**src/rtl/store_write_buffer_if.sv**
```systemverilog
// CPU-side and cache-side signal bundle for the store write buffer.
// slave = the buffer itself; master = the CPU/cache environment around it.
interface store_write_buffer_if;
  logic [31:0] cpu_addr;
  logic [31:0] cpu_write_data;
  logic        cpu_memwrite;
  logic        cpu_memread;
  logic [3:0]  cpu_sign_mask;
  logic [31:0] cpu_read_data;
  logic        cpu_stall;
  logic [31:0] mem_addr;
  logic [31:0] mem_write_data;
  logic [3:0]  mem_sign_mask;
  logic        mem_memwrite;
  logic        mem_memread;
  logic [31:0] mem_read_data;
  logic        mem_clk_stall;

  modport slave (
    input  cpu_addr, cpu_write_data, cpu_memwrite, cpu_memread, cpu_sign_mask,
    output cpu_read_data, cpu_stall,
    output mem_addr, mem_write_data, mem_sign_mask, mem_memwrite, mem_memread,
    input  mem_read_data, mem_clk_stall
  );

  modport master (
    output cpu_addr, cpu_write_data, cpu_memwrite, cpu_memread, cpu_sign_mask,
    input  cpu_read_data, cpu_stall,
    input  mem_addr, mem_write_data, mem_sign_mask, mem_memwrite, mem_memread,
    output mem_read_data, mem_clk_stall
  );
endinterface

```
**src/rtl/store_write_buffer.sv**
```systemverilog
// Posted-store FIFO in front of the data cache's single-request port.
// Loads bypass queued stores unless they hit a queued word; in-flight stores stay queued until done.
module store_write_buffer #(
  parameter int DEPTH = 4
) (
  input logic                 clk,
  input logic                 rst_n,
  store_write_buffer_if.slave bus
);

  localparam int PW = (DEPTH > 1) ? $clog2(DEPTH) : 1;
  localparam int CW = $clog2(DEPTH + 1);
  localparam logic [CW-1:0] FULL_COUNT = CW'(DEPTH);

  typedef enum logic [1:0] {M_IDLE = 2'd0, M_REQ = 2'd1, M_WAIT = 2'd2} state_t;
  typedef enum logic {OP_STORE = 1'b0, OP_LOAD = 1'b1} op_t;

  logic [31:0]   fifo_addr_r [DEPTH];
  logic [31:0]   fifo_data_r [DEPTH];
  logic [3:0]    fifo_mask_r [DEPTH];
  logic [PW-1:0] wr_ptr_r;
  logic [PW-1:0] rd_ptr_r;
  logic [CW-1:0] count_r;
  state_t        state_r;
  op_t           op_r;
  logic [31:0]   mem_addr_r;
  logic [31:0]   mem_write_data_r;
  logic [3:0]    mem_sign_mask_r;
  logic          mem_memwrite_r;
  logic          mem_memread_r;

  logic complete_s;
  logic pop_s;
  logic load_done_s;
  logic full_s;
  logic push_s;
  logic hazard_s;

  assign complete_s  = (state_r == M_WAIT) && !bus.mem_clk_stall;
  assign pop_s       = complete_s && (op_r == OP_STORE);
  assign load_done_s = complete_s && (op_r == OP_LOAD);
  assign full_s      = (count_r == FULL_COUNT);
  assign push_s      = bus.cpu_memwrite && (!full_s || pop_s);

  assign bus.cpu_stall      = (bus.cpu_memread && !load_done_s) ||
                              (bus.cpu_memwrite && full_s && !pop_s);
  assign bus.cpu_read_data  = bus.mem_read_data;
  assign bus.mem_addr       = mem_addr_r;
  assign bus.mem_write_data = mem_write_data_r;
  assign bus.mem_sign_mask  = mem_sign_mask_r;
  assign bus.mem_memwrite   = mem_memwrite_r;
  assign bus.mem_memread    = mem_memread_r;

  // Word-address match of the pending load against every live entry, in-flight head included.
  always_comb begin
    logic [PW-1:0] off_v;
    hazard_s = 1'b0;
    off_v    = '0;
    for (int i = 0; i < DEPTH; i++) begin
      off_v    = PW'(i) - rd_ptr_r;
      hazard_s = hazard_s | ((CW'(off_v) < count_r) &&
                             (fifo_addr_r[i][31:2] == bus.cpu_addr[31:2]));
    end
  end

  // FIFO storage, pointers and occupancy.
  always_ff @(posedge clk or negedge rst_n) begin
    if (!rst_n) begin
      for (int i = 0; i < DEPTH; i++) begin
        fifo_addr_r[i] <= 32'h0;
        fifo_data_r[i] <= 32'h0;
        fifo_mask_r[i] <= 4'h0;
      end
      wr_ptr_r <= '0;
      rd_ptr_r <= '0;
      count_r  <= '0;
    end else begin
      if (push_s) begin
        fifo_addr_r[wr_ptr_r] <= bus.cpu_addr;
        fifo_data_r[wr_ptr_r] <= bus.cpu_write_data;
        fifo_mask_r[wr_ptr_r] <= bus.cpu_sign_mask;
        wr_ptr_r              <= wr_ptr_r + PW'(1);
      end else begin
        wr_ptr_r <= wr_ptr_r;
      end
      if (pop_s) begin
        rd_ptr_r <= rd_ptr_r + PW'(1);
      end else begin
        rd_ptr_r <= rd_ptr_r;
      end
      case ({push_s, pop_s})
        2'b10:   count_r <= count_r + CW'(1);
        2'b01:   count_r <= count_r - CW'(1);
        default: count_r <= count_r;
      endcase
    end
  end

  // Cache port sequencer: issue from idle, one-cycle request pulse, then wait out the cache stall.
  always_ff @(posedge clk or negedge rst_n) begin
    if (!rst_n) begin
      state_r          <= M_IDLE;
      op_r             <= OP_STORE;
      mem_addr_r       <= 32'h0;
      mem_write_data_r <= 32'h0;
      mem_sign_mask_r  <= 4'h0;
      mem_memwrite_r   <= 1'b0;
      mem_memread_r    <= 1'b0;
    end else begin
      mem_memwrite_r <= 1'b0;
      mem_memread_r  <= 1'b0;
      case (state_r)
        M_IDLE: begin
          if (!bus.mem_clk_stall && bus.cpu_memread && !hazard_s) begin
            mem_addr_r       <= bus.cpu_addr;
            mem_write_data_r <= bus.cpu_write_data;
            mem_sign_mask_r  <= bus.cpu_sign_mask;
            mem_memread_r    <= 1'b1;
            op_r             <= OP_LOAD;
            state_r          <= M_REQ;
          end else if (!bus.mem_clk_stall && (count_r != '0)) begin
            mem_addr_r       <= fifo_addr_r[rd_ptr_r];
            mem_write_data_r <= fifo_data_r[rd_ptr_r];
            mem_sign_mask_r  <= fifo_mask_r[rd_ptr_r];
            mem_memwrite_r   <= 1'b1;
            op_r             <= OP_STORE;
            state_r          <= M_REQ;
          end else begin
            state_r <= M_IDLE;
          end
        end
        M_REQ:   state_r <= M_WAIT;
        M_WAIT:  state_r <= bus.mem_clk_stall ? M_WAIT : M_IDLE;
        default: state_r <= M_IDLE;
      endcase
    end
  end

endmodule

```
**src/flat_wrapper.sv**
```systemverilog
// flat-port wrapper written by rule: the top's interface ports become plain ports
module store_write_buffer_flat 
#(
  parameter int DEPTH = 4
)
  (clk, rst_n, bus_cpu_addr, bus_cpu_write_data, bus_cpu_memwrite, bus_cpu_memread, bus_cpu_sign_mask, bus_cpu_read_data, bus_cpu_stall, bus_mem_addr, bus_mem_write_data, bus_mem_sign_mask, bus_mem_memwrite, bus_mem_memread, bus_mem_read_data, bus_mem_clk_stall);
  store_write_buffer_if bus_i ();
  input logic clk;
  input logic rst_n;
  input wire logic [$bits(bus_i.cpu_addr)-1:0] bus_cpu_addr;
  input wire logic [$bits(bus_i.cpu_write_data)-1:0] bus_cpu_write_data;
  input wire logic [$bits(bus_i.cpu_memwrite)-1:0] bus_cpu_memwrite;
  input wire logic [$bits(bus_i.cpu_memread)-1:0] bus_cpu_memread;
  input wire logic [$bits(bus_i.cpu_sign_mask)-1:0] bus_cpu_sign_mask;
  output wire logic [$bits(bus_i.cpu_read_data)-1:0] bus_cpu_read_data;
  output wire logic [$bits(bus_i.cpu_stall)-1:0] bus_cpu_stall;
  output wire logic [$bits(bus_i.mem_addr)-1:0] bus_mem_addr;
  output wire logic [$bits(bus_i.mem_write_data)-1:0] bus_mem_write_data;
  output wire logic [$bits(bus_i.mem_sign_mask)-1:0] bus_mem_sign_mask;
  output wire logic [$bits(bus_i.mem_memwrite)-1:0] bus_mem_memwrite;
  output wire logic [$bits(bus_i.mem_memread)-1:0] bus_mem_memread;
  input wire logic [$bits(bus_i.mem_read_data)-1:0] bus_mem_read_data;
  input wire logic [$bits(bus_i.mem_clk_stall)-1:0] bus_mem_clk_stall;
  assign bus_i.cpu_addr = bus_cpu_addr;
  assign bus_i.cpu_write_data = bus_cpu_write_data;
  assign bus_i.cpu_memwrite = bus_cpu_memwrite;
  assign bus_i.cpu_memread = bus_cpu_memread;
  assign bus_i.cpu_sign_mask = bus_cpu_sign_mask;
  assign bus_cpu_read_data = bus_i.cpu_read_data;
  assign bus_cpu_stall = bus_i.cpu_stall;
  assign bus_mem_addr = bus_i.mem_addr;
  assign bus_mem_write_data = bus_i.mem_write_data;
  assign bus_mem_sign_mask = bus_i.mem_sign_mask;
  assign bus_mem_memwrite = bus_i.mem_memwrite;
  assign bus_mem_memread = bus_i.mem_memread;
  assign bus_i.mem_read_data = bus_mem_read_data;
  assign bus_i.mem_clk_stall = bus_mem_clk_stall;
  store_write_buffer #(.DEPTH(DEPTH)) u_core (.clk(clk), .rst_n(rst_n), .bus(bus_i));
endmodule
```
**config.mk**
```make
export PLATFORM = sky130hd
export DESIGN_NAME = store_write_buffer_flat
export DESIGN_NICKNAME = d
export VERILOG_FILES = /design/src/rtl/store_write_buffer_if.sv /design/src/rtl/store_write_buffer.sv /design/src/flat_wrapper.sv
export SDC_FILE = /design/constraint.sdc
export NUM_CORES = 1
export LEC_CHECK = 0
export ABC_AREA = 1
export CORE_UTILIZATION = 50
export DETAILED_ROUTE_END_ITERATION = 6
export GPL_ROUTABILITY_DRIVEN = 0
export PLACE_DENSITY_LB_ADDON = 0.2
export SLEW_MARGIN = 20
export SYNTH_ARGS = -nofsm -noshare
export SYNTH_HDL_FRONTEND = slang
export SYNTH_SLANG_ARGS = --single-unit
```
**constraint.sdc**
```tcl
create_clock -name clk -period 3.8 [get_ports clk]
set_clock_uncertainty 0.2 [all_clocks]
set_input_delay 0.76 -clock clk [delete_from_list [all_inputs] [get_ports clk]]
set_output_delay 0.76 -clock clk [all_outputs]
set_load 0.005 [all_outputs]
```
==> parameters.txt, run 1 <==
Parameter                              Value

Layout
  Fraction of layout instances using a drive strength above 1    0.1107
  Area Overhead vs Synth    16.28%
  Final net count    approximately 2200
  Design area    20800 sq um
  Diode count    0

GRT
  Aggregate global-route resource usage    0.2764
  Number of global-route vias before repair    between 15000 and 20000
  Initial antenna violation count    2
  Total congestion overflow after global routing    0
  Maximum number of pins on one net before global-route repair    95
  Wire length of the first global-routing pass    ~80 mm

Clock network
  Post_cts resized    0
  Clock-pin slew on the worst setup and hold paths    approximately 50 ps
  Number of setup buffers added after CTS    0
  Number of sinks handled by clock tree synthesis    352
  Clock latency on the worst-skew pair    about 540 ps
  Clock Path Buffers    3
  Clock root buffer    sky130_fd_sc_hd__clkbuf_16
  Clock tree from TritonCTS    built
  Maximum level of the CTS H-tree    2
  Clock buffers created by TritonCTS    39
  Number of buffers added to fix hold violations after cts    0

STA
  Number of hold violations in the final report    0
  Total Negative Setup Slacks    0 ps
  Setup-violating endpoint count in the final report    0
  Post-layout minimum cycle time    3462 ps
  Worst relative slew slack    0.2902
  Achievable frequency    288.8 MHz
  Slew at the pin closest to its max-slew limit    1065 ps
  Setup repair after global routing missed its margin    false
  Fraction of the cycle the final worst path needs    0.9111
  Number of max-slew violations in the final report    0

Synth
  Synthesized net count    2179
  Post-synth top area cell    sky130_fd_sc_hd__dfrtp_1
  Number of warnings issued by yosys    0
  Register area share after synthesis    0.4924
  Number of distinct standard cells referenced by the synthesized netlist    33
  Leading post-synthesis cells by cell area    sky130_fd_sc_hd__dfrtp_1, sky130_fd_sc_hd__nand2_1, sky130_fd_sc_hd__mux2_2, sky130_fd_sc_hd__o21ai_0, sky130_fd_sc_hd__nand3_1
  Proportion of netlist area held by the largest area contributor    0.4924
  Mapped Area    17890 sq um
  Gate Count Post-Synth    2064
  FF+latch count, synth    roughly 350
  Mean instance size in the synthesized netlist    8.667 sq um

Hold path
  Worst hold path class    primary input to async pin

Drt
  Sum of met3 wire segment lengths after detailed routing    3.438 mm
  Post-Route WL    between 40 and 50 mm
  Length of the first detailed-routing pass in iterations    5
  Violation count after the first detailed-routing iteration    1152
  Antenna Violating Nets Remaining    0
  Routed len/inst    18.83 um
  Number of remaining DRC errors    0
  Routed metal-1 wirelength    20.83 mm
  Top routing layer used    met5
  Vias per Instance    ~5.7
  Detailed-route via count    14714
  Routed length on met2    23.75 mm

Pwr
  Clock power frac    0.206
  Logic pwr share    0.418
  Leak pwr    9.638 nW
  Sw Share    0.3847
  Internal Power    approximately 11 mW
  Maximum vdd drop    0.6509 mV
  Switching component of the power    6.812 mW
  Register share of total power    0.376
  Power density over cell area    851.2 nW/um^2

Setup path
  Critical register-to-register path startpoint    u_core.rd_ptr_r[1]
  Launching element type of the critical path    primary input
  Category of the critical setup timing path    primary input to primary output
  Critical Path RT    2840 ps
  Signal arrival time at the worst endpoint    ~2500 ps
  CP max FO    5
  Number of cells on the worst reg-to-reg path    16
  Destination of the worst register-to-register timing path    u_core.bus.mem_addr[18]
  Capturing element type of the critical path    primary output
  R2R setup slack    590 ps

Flow run
  Max-capacitance violation count    0

Place
  Number of buffer cells added on primary ports    ~140
  Post-DP Area    19590 sq um
  Dpl hpwl    roughly 30 mm

Outcome
  Result of the run    complete, no violations

Floorplanning
  Area inside the core boundary    34880 sq um
  Standard-cell rows    between 60 and 70
  Floorplan die height    191.1 um
  Die boundary width    191.1 um
  Number of placed I/O pins    208
  Starting density of the core    0.5128
  Overall die area    ~37000 sq um
==> metal layers <==
metal | global-route usage | vias to the layer above
met5 | 0 | -
met4 | 0.08242 | 4
met2 | 0.4642 | 535
li1 | - | 6843
met1 | 0.3689 | 7235
met3 | 0.04131 | 97
==> worst max-delay path by stage <==
stage | startpoint | to | cells past startpoint
floorplan | u_core.rd_ptr_r[0] | u_core.bus.mem_write_data[15] | 19
global placement | bus_cpu_addr[11] | u_core.bus.mem_addr[18] | 13
detailed placement | bus_cpu_addr[11] | u_core.bus.mem_write_data[22] | 13
CTS | bus_mem_clk_stall | bus_cpu_stall | 7
global route | bus_mem_clk_stall | bus_cpu_stall | 7
finish | bus_mem_clk_stall | bus_cpu_stall | 7
==> area by class of cell <==
cell class	instances	area (sq um)
fill	3065	14080
sequential	352	8808
multi-input combinational	1334	7456
timing repair buffer	197	2004
clock buffer	56	1121
inverter	199	747.0
tap	455	569.3
clock inverter	11	95.09
==> kinds of logic after synthesis <==
| logic type | synth area share |
|---|---|
| compound gates | 0.1200 |
| xor+xnor | 0.04162 |
| fa+ha+maj | 0.007414 |
| buf+inv | 0.09373 |
| flops | 0.4924 |
| mux | 0.05854 |
| simple gates | 0.1863 |
==> metrics by stage <==
step / hold slack, ps / utilization / instances / setup WS [ps] / power, mW
after detailed placement: 289.0 / 0.5614 / 2537 / 192.3 / 14.03
after global placement: 284.1 / 0.5614 / 2537 / 243.9 / 13.79
after global routing: 117.1 / 0.5963 / 2604 / 199.8 / 18.99
after CTS: 79.73 / 0.5963 / 2604 / 362.5 / 17.75
final: 72.42 / 0.5963 / 2604 / 337.8 / 17.71
after floorplan: 264.4 / - / 2064 / 708.6 / 11.45
==> power by group through the flow <==
stage	clock [mW]	sequential, mW	combinational [mW]
2_1_floorplan	0	6.44	5.01
3_3_place_gp	0	6.61	7.18
3_5_place_dp	0	6.68	7.35
4_1_cts	3.71	6.64	7.40
5_1_grt	3.87	6.86	8.27
6_report	3.65	6.66	7.39
==> Yosys cell counts, drive strengths merged <==
cell / instances
a21boi: 2
a21oi: 11
a22oi: 69
a32o: 1
buf: 121
clkbuf: 58
clkinv: 1
dfrtp: 352
fa: 1
ha: 9
inv: 198
mux2: 93
nand2: 565
nand3: 152
nand4: 12
nor2: 73
nor3: 7
o21a: 13
o21ai: 171
o221ai: 68
or2: 2
xnor2: 28
xor2: 57
==> sequential cells by signal, summed over array words and instances (netlist names) <==
register / cells
u_core.fifo_mask_r: 16
u_core.bus.mem_sign_mask: 4
u_core.wr_ptr_r: 2
u_core.op_r: 1
u_core.count_r: 3
u_core.fifo_data_r: 128
u_core.bus.mem_write_data: 32
u_core.bus.mem_addr: 32
u_core.bus.mem_memread: 1
u_core.fifo_addr_r: 128
u_core.state_r: 2
u_core.bus.mem_memwrite: 1
u_core.rd_ptr_r: 2
==> cell usage in the layout, fill, tap and decap left out, types with 2 or more instances in the layout <==
cell | Yosys | routed
sky130_fd_sc_hd__inv_1 | 181 | 181
sky130_fd_sc_hd__o21ai_1 | 16 | 16
sky130_fd_sc_hd__o221ai_1 | 68 | 68
sky130_fd_sc_hd__mux2_2 | 93 | 93
sky130_fd_sc_hd__nor2_4 | 1 | 7
sky130_fd_sc_hd__dfrtp_1 | 352 | 352
sky130_fd_sc_hd__or2_0 | 2 | 2
sky130_fd_sc_hd__nand4_1 | 12 | 12
sky130_fd_sc_hd__xor2_1 | 57 | 57
sky130_fd_sc_hd__buf_4 | 40 | 41
sky130_fd_sc_hd__nor3_1 | 7 | 7
sky130_fd_sc_hd__a21oi_1 | 11 | 11
sky130_fd_sc_hd__clkinv_2 | 0 | 8
sky130_fd_sc_hd__inv_2 | 17 | 18
sky130_fd_sc_hd__nand2_1 | 562 | 561
sky130_fd_sc_hd__a22oi_1 | 69 | 69
sky130_fd_sc_hd__nor2_1 | 67 | 64
sky130_fd_sc_hd__o21a_1 | 13 | 13
sky130_fd_sc_hd__clkbuf_16 | 0 | 40
sky130_fd_sc_hd__buf_12 | 0 | 13
sky130_fd_sc_hd__xnor2_1 | 28 | 28
sky130_fd_sc_hd__o21ai_0 | 155 | 155
sky130_fd_sc_hd__a21boi_1 | 2 | 2
sky130_fd_sc_hd__nand3_1 | 151 | 150
sky130_fd_sc_hd__clkbuf_1 | 58 | 10
sky130_fd_sc_hd__nand3_4 | 1 | 2
sky130_fd_sc_hd__nand2_2 | 3 | 4
sky130_fd_sc_hd__ha_1 | 9 | 9
sky130_fd_sc_hd__clkbuf_8 | 0 | 6
sky130_fd_sc_hd__clkdlybuf4s50_1 | 0 | 142
==> worst max-delay path: stages <==
cell                              delay [ps]
sky130_fd_sc_hd__clkdlybuf4s50_1         440
sky130_fd_sc_hd__inv_1                   140
sky130_fd_sc_hd__nand3_1                 110
sky130_fd_sc_hd__nor2_2                  200
sky130_fd_sc_hd__nor2_1                   90
sky130_fd_sc_hd__a32o_1                  290
sky130_fd_sc_hd__clkdlybuf4s50_1         470
Power figures use the tool's default switching activity.
==> run 2, diff against run 1 <==
- MAX_ROUTING_LAYER: unset -> met4
==> run 2 against run 1 <==
Against the previous run:
- fmax rose by 0.40%
- routed wire length fell by 0.16%
- non-clock buffer count did not move
- sequential power barely moved
- critical endpoint unchanged
- largest power group unchanged
==> parameters.txt, run 2 (synthesis results as in run 1) <==
Parameter                              Value

Place
  Dpl hpwl    29.28 mm
  Cell total after placement    2537
  Number of buffer cells added on primary ports    between 100 and 150
  Post-DP Area    approximately 20000 sq um
  Setup WS pre-CTS    around 190 ps

Drt
  Length of the first detailed-routing pass in iterations    5
  Antenna Violating Nets Remaining    0
  Vias per Instance    5.647
  Violation count after the first detailed-routing iteration    1170
  Detailed-route via count    between 10000 and 15000
  Number of remaining DRC errors    0
  Routed len/inst    18.79 um
  Post-Route WL    48.96 mm

Clock network
  Number of sinks handled by clock tree synthesis    352
  Clock Path Buffers    3
  Clock buffers created by TritonCTS    39
  Number of setup buffers added after CTS    0
  Clock-pin slew on the worst setup and hold paths    roughly 50 ps
  Clock latency on the worst-skew pair    540 ps
  Clock root buffer    sky130_fd_sc_hd__clkbuf_16
  Post_cts resized    0
  Maximum level of the CTS H-tree    2
  Number of buffers added to fix hold violations after cts    0
  Clock tree from TritonCTS    built

Flow run
  Max-capacitance violation count    0

Layout
  Top library cells by usage in the layout, fill and taps aside    sky130_fd_sc_hd__nand2_1, sky130_fd_sc_hd__dfrtp_1, sky130_fd_sc_hd__inv_1
  Largest regs    u_core.fifo_addr_r (128), u_core.fifo_data_r (128)
  Final design utilization    0.5964
  Final Instance Count excl. Fillers    2606
  Most common cell after layout, fill and taps aside    sky130_fd_sc_hd__nand2_1
  Design area    20810 sq um
  Final net count    2238
  Fraction of layout instances using a drive strength above 1    0.1107
  Area Overhead vs Synth    16.31%

GRT
  Total congestion overflow after global routing    0
  Number of global-route vias before repair    15074
  Initial antenna violation count    2
  Maximum number of pins on one net before global-route repair    95
  Wire length of the first global-routing pass    79.93 mm
  Aggregate global-route resource usage    0.2846

STA
  Worst relative slew slack    0.2824
  Fraction of the cycle the final worst path needs    0.9075
  Slew at the pin closest to its max-slew limit    1076 ps
  Number of hold violations in the final report    0
  Number of max-slew violations in the final report    0
  Total Negative Setup Slacks    0 ps
  Setup repair after global routing missed its margin    false
  Post-layout minimum cycle time    3448 ps
  Setup-violating endpoint count in the final report    0
  Achievable frequency    about 290 MHz
  Minimum hold slack    roughly 69 ps
  Fin worst setup slack    351.5 ps

Floorplanning
  Area inside the core boundary    34880 sq um
  Number of placed I/O pins    208
  Standard-cell rows    68
  Overall die area    36540 sq um
  Floorplan die height    191.1 um
  Starting density of the core    0.5128
  Die boundary width    191.1 um

Setup path
  CP max FO    5
  R2R setup slack    590 ps
  Category of the critical setup timing path    primary input to primary output
  Capturing element type of the critical path    primary output
  Critical Path RT    about 2800 ps
  Signal arrival time at the worst endpoint    approximately 2500 ps
  Launching element type of the critical path    primary input

Pwr
  Power density over cell area    850.7 nW/um^2
  Maximum vdd drop    around 0.65 mV
  Power, Total    17.70 mW
  Leak pwr    ~9.6 nW

Outcome
  Result of the run    complete, no violations

Hold path
  Worst hold path class    primary input to async pin
[run 2: cell count changes in the layout (fill, tap and decap cells not counted)]
cell	change
sky130_fd_sc_hd__diode_2	+2
[run 2: layer usage]
layer,vias up,global-route usage,part of all wire
li1,6846,-,-
met1,7277,0.3699,0.43
met2,497,0.4635,0.48
met3,97,0.03984,0.064
met4,0,0.08303,0.020
met5,-,-,0
[run 2: report_power, final]
| part | internal (mW) | switching, mW |
|---|---|---|
| logic | 3.20 | 4.19 |
| registers | 5.58 | 1.08 |
| clock network | 2.12 | 1.54 |
| total | 10.9 | 6.81 |
[run 2: path summary, 6_finish.rpt]
path,end,startpoint,depth (start not counted)
worst max-delay path,bus_cpu_stall,bus_mem_clk_stall,7
worst min-delay path,u_core.bus.mem_addr[10],rst_n,1
worst max register to register,u_core.bus.mem_addr[18],u_core.rd_ptr_r[1],16
worst min register to register,u_core.state_r[1],u_core.state_r[1],1
max in group asynchronous,u_core.fifo_data_r[78],rst_n,2
min in group clk,u_core.state_r[1],u_core.state_r[1],1
[run 2: layout make-up]
| class | instances | area (sq um) |
|---|---|---|
| fill | 3065 | 14080 |
| sequential | 352 | 8808 |
| multi-input combinational | 1334 | 7456 |
| timing repair buffer | 197 | 2004 |
| clock buffer | 56 | 1121 |
| inverter | 199 | 747.0 |
| tap | 455 | 569.3 |
| clock inverter | 11 | 95.09 |
| antenna | 2 | 5.005 |
[run 2: worst max-delay path: stages]
cell and delay (ps):
sky130_fd_sc_hd__clkdlybuf4s50_1 450, sky130_fd_sc_hd__inv_1 140, sky130_fd_sc_hd__nand3_1 110, sky130_fd_sc_hd__nor2_2 200, sky130_fd_sc_hd__nor2_1 90, sky130_fd_sc_hd__a32o_1 280, sky130_fd_sc_hd__clkdlybuf4s50_1 470
==> RTL change (config.mk and constraints of run 1) <==
Reset style: synchronous (`rst_n`), changed in 2 clocked blocks.
--- a/src/rtl/store_write_buffer.sv
+++ b/src/rtl/store_write_buffer.sv
@@ -64,7 +64,7 @@
   end
 
   // FIFO storage, pointers and occupancy.
-  always_ff @(posedge clk or negedge rst_n) begin
+  always_ff @(posedge clk) begin
     if (!rst_n) begin
       for (int i = 0; i < DEPTH; i++) begin
         fifo_addr_r[i] <= 32'h0;
@@ -97,7 +97,7 @@
   end
 
   // Cache port sequencer: issue from idle, one-cycle request pulse, then wait out the cache stall.
-  always_ff @(posedge clk or negedge rst_n) begin
+  always_ff @(posedge clk) begin
     if (!rst_n) begin
       state_r          <= M_IDLE;
       op_r             <= OP_STORE;
Check against the original RTL: differs if rst_n is asserted again (counterexample within 4 cycles, from zero or initial values and one cycle with rst_n low); with rst_n held inactive, the same outputs for 4 cycles.
==> RTL change against run 1 <==
- routed wire length fell by 3.3%
- sequential cell count rose by 2
- fmax fell by 3.2%
- die area rose by 1.0%
- first-iteration DRC count rose by 4.3%
- hold slack improved by 0.20 ns
- final area rose by 2.0%
- largest cell class unchanged
- via count fell by 0.59%
- critical endpoint unchanged
- area after synthesis rose by 1.0%
- sequential share of layout area rose by 3.9 points
- setup slack got worse by 0.11 ns
Power is not compared: it rests on default switching activity, and its combinational part moved more than twofold at a synthesized area within 25%.
==> RTL change: results (changes against run 1) <==
metric,value,unit,change
Wirelength per Cell,17.1,um,-9.3%
share of async-settable or async-resettable flops after synthesis,0,%,-100 points
via density per instance,5.27,,-6.8%
Post-CTS Setup Inserts,0,,unchanged
placed cells,2706,,+6.7%
CTS Buf Count,39,,unchanged
Non-Filler Instances,2778,,+6.7%
Reg2Reg Capture Point,u_core.bus.mem_write_data[31]$_SDFFE_PN0P_,,
met2 wire len,22700,um,-4.3%
"Distinct cells, synth",32,,-3.0%
CTS resizes,0,,unchanged
Synth top cells by count,"580 x nor2_1, 394 x nand2_1, 272 x edfxtp_1",,
met3 wire length,3680,um,+7.0%
first drt pass iteration count,6,,+1
initial drt markers,1202,,+4.3%
"Power, Total",0.0103,W,
CP Max Fanout,4,,-1
critical path arrival,2.62,ns,+0.12 ns
first-pass GRT wire length,73100,um,-8.5%
Hold Crit Class,flip-flop to flip-flop,,
crit-path max cell delay,0.58,ns,+0.11 ns
R2R depth,13,,-3
Post-Place Worst Slack,-0.0572,ns,-0.249 ns
Fillers,3111,,+1.5%
vias in the first global route,13900,,-8.0%
final net count,2397,,+7.1%
status,"complete, no violations",,
largest net degree at the start of global routing,153,,+61%
worst-margin pin slew,0.997,ns,-0.0682 ns
layout cell share with drive strength beyond 1,6.69,%,-4.4 points
detailed placement HPWL,27000,um,-7.7%
RR Startpoint,u_core.rd_ptr_r[1]$_SDFFE_PN0P_,,
Register-to-Register Setup Slack,0.36,ns,-0.23 ns
initial antenna violation count,1,,-1
ranking of synthesized cells by area,"edfxtp_1 45%, nor2_1 12%, dfxtp_1 9.1%, nand2_1 8.2%, inv_1 5.1%",,
hold slack,0.274,ns,+0.201 ns
## RTL change: cell count changes after synthesis, sizes merged, moves of 71 or more
cell    delta
edfxtp   +272
nor2     +509
nand3     -71
nand2    -170
mux2      -93
dfxtp     +82
dfrtp    -352
## RTL change: cell families (layout without fill, tap and decap cells)
kind of cell	after synthesis	count (layout)	share of synthesized area, %
AOI/OAI and AO/OA	255	255	7.48
adders and majority gates	6	6	0.457
and+or+nand+nor	1076	1076	23.2
buffers and inverters	440	540	10.4
DFF	354	354	54.3
xor gates and xnor gates	86	86	4.17
## RTL change: metal layers
layer / track usage [%] / vias to the layer above
met5: 0 / -
met4: 8.12 / 2
met3: 4.02 / 90
met2: 43.8 / 602
met1: 33.7 / 6817
li1: - / 7116
## RTL change: cell type report
| class | instances | area (um^2) | area share [%] |
|---|---|---|---|
| well taps | 461 | 577 | 2.72 |
| flip-flops and latches | 354 | 9810 | 46.2 |
| clock inverters | 17 | 203 | 0.955 |
| repair buffers | 204 | 2070 | 9.77 |
| clock buffers | 55 | 1120 | 5.26 |
| multi-input cells | 1423 | 6450 | 30.4 |
| inverters | 264 | 992 | 4.67 |
## RTL change: per-stage QoR
step	util, %	setup TNS [ns]	instance area, um^2
final	59.7	0	21200
after global routing	59.7	0	21200
after CTS	59.7	0	21200
after detailed placement	56.0	-1.82	19900
after global placement	56.0	-0.0318	19900
after floorplan	-	-255.13	18100
## RTL change: worst register-to-register path, cell delays in order, from the launching register on
cell and delay (ns):
dfxtp_1 0.38, xor2_1 0.20, inv_1 0.09, ha_1 0.27, a21boi_0 0.15, o21ai_0 0.17
nand4_1 0.21, nor2_1 0.10, nor2_4 0.44, buf_4 0.65, nand3_1 0.25, nand2_1 0.13
nor2_1 0.05, nor2_1 0.09
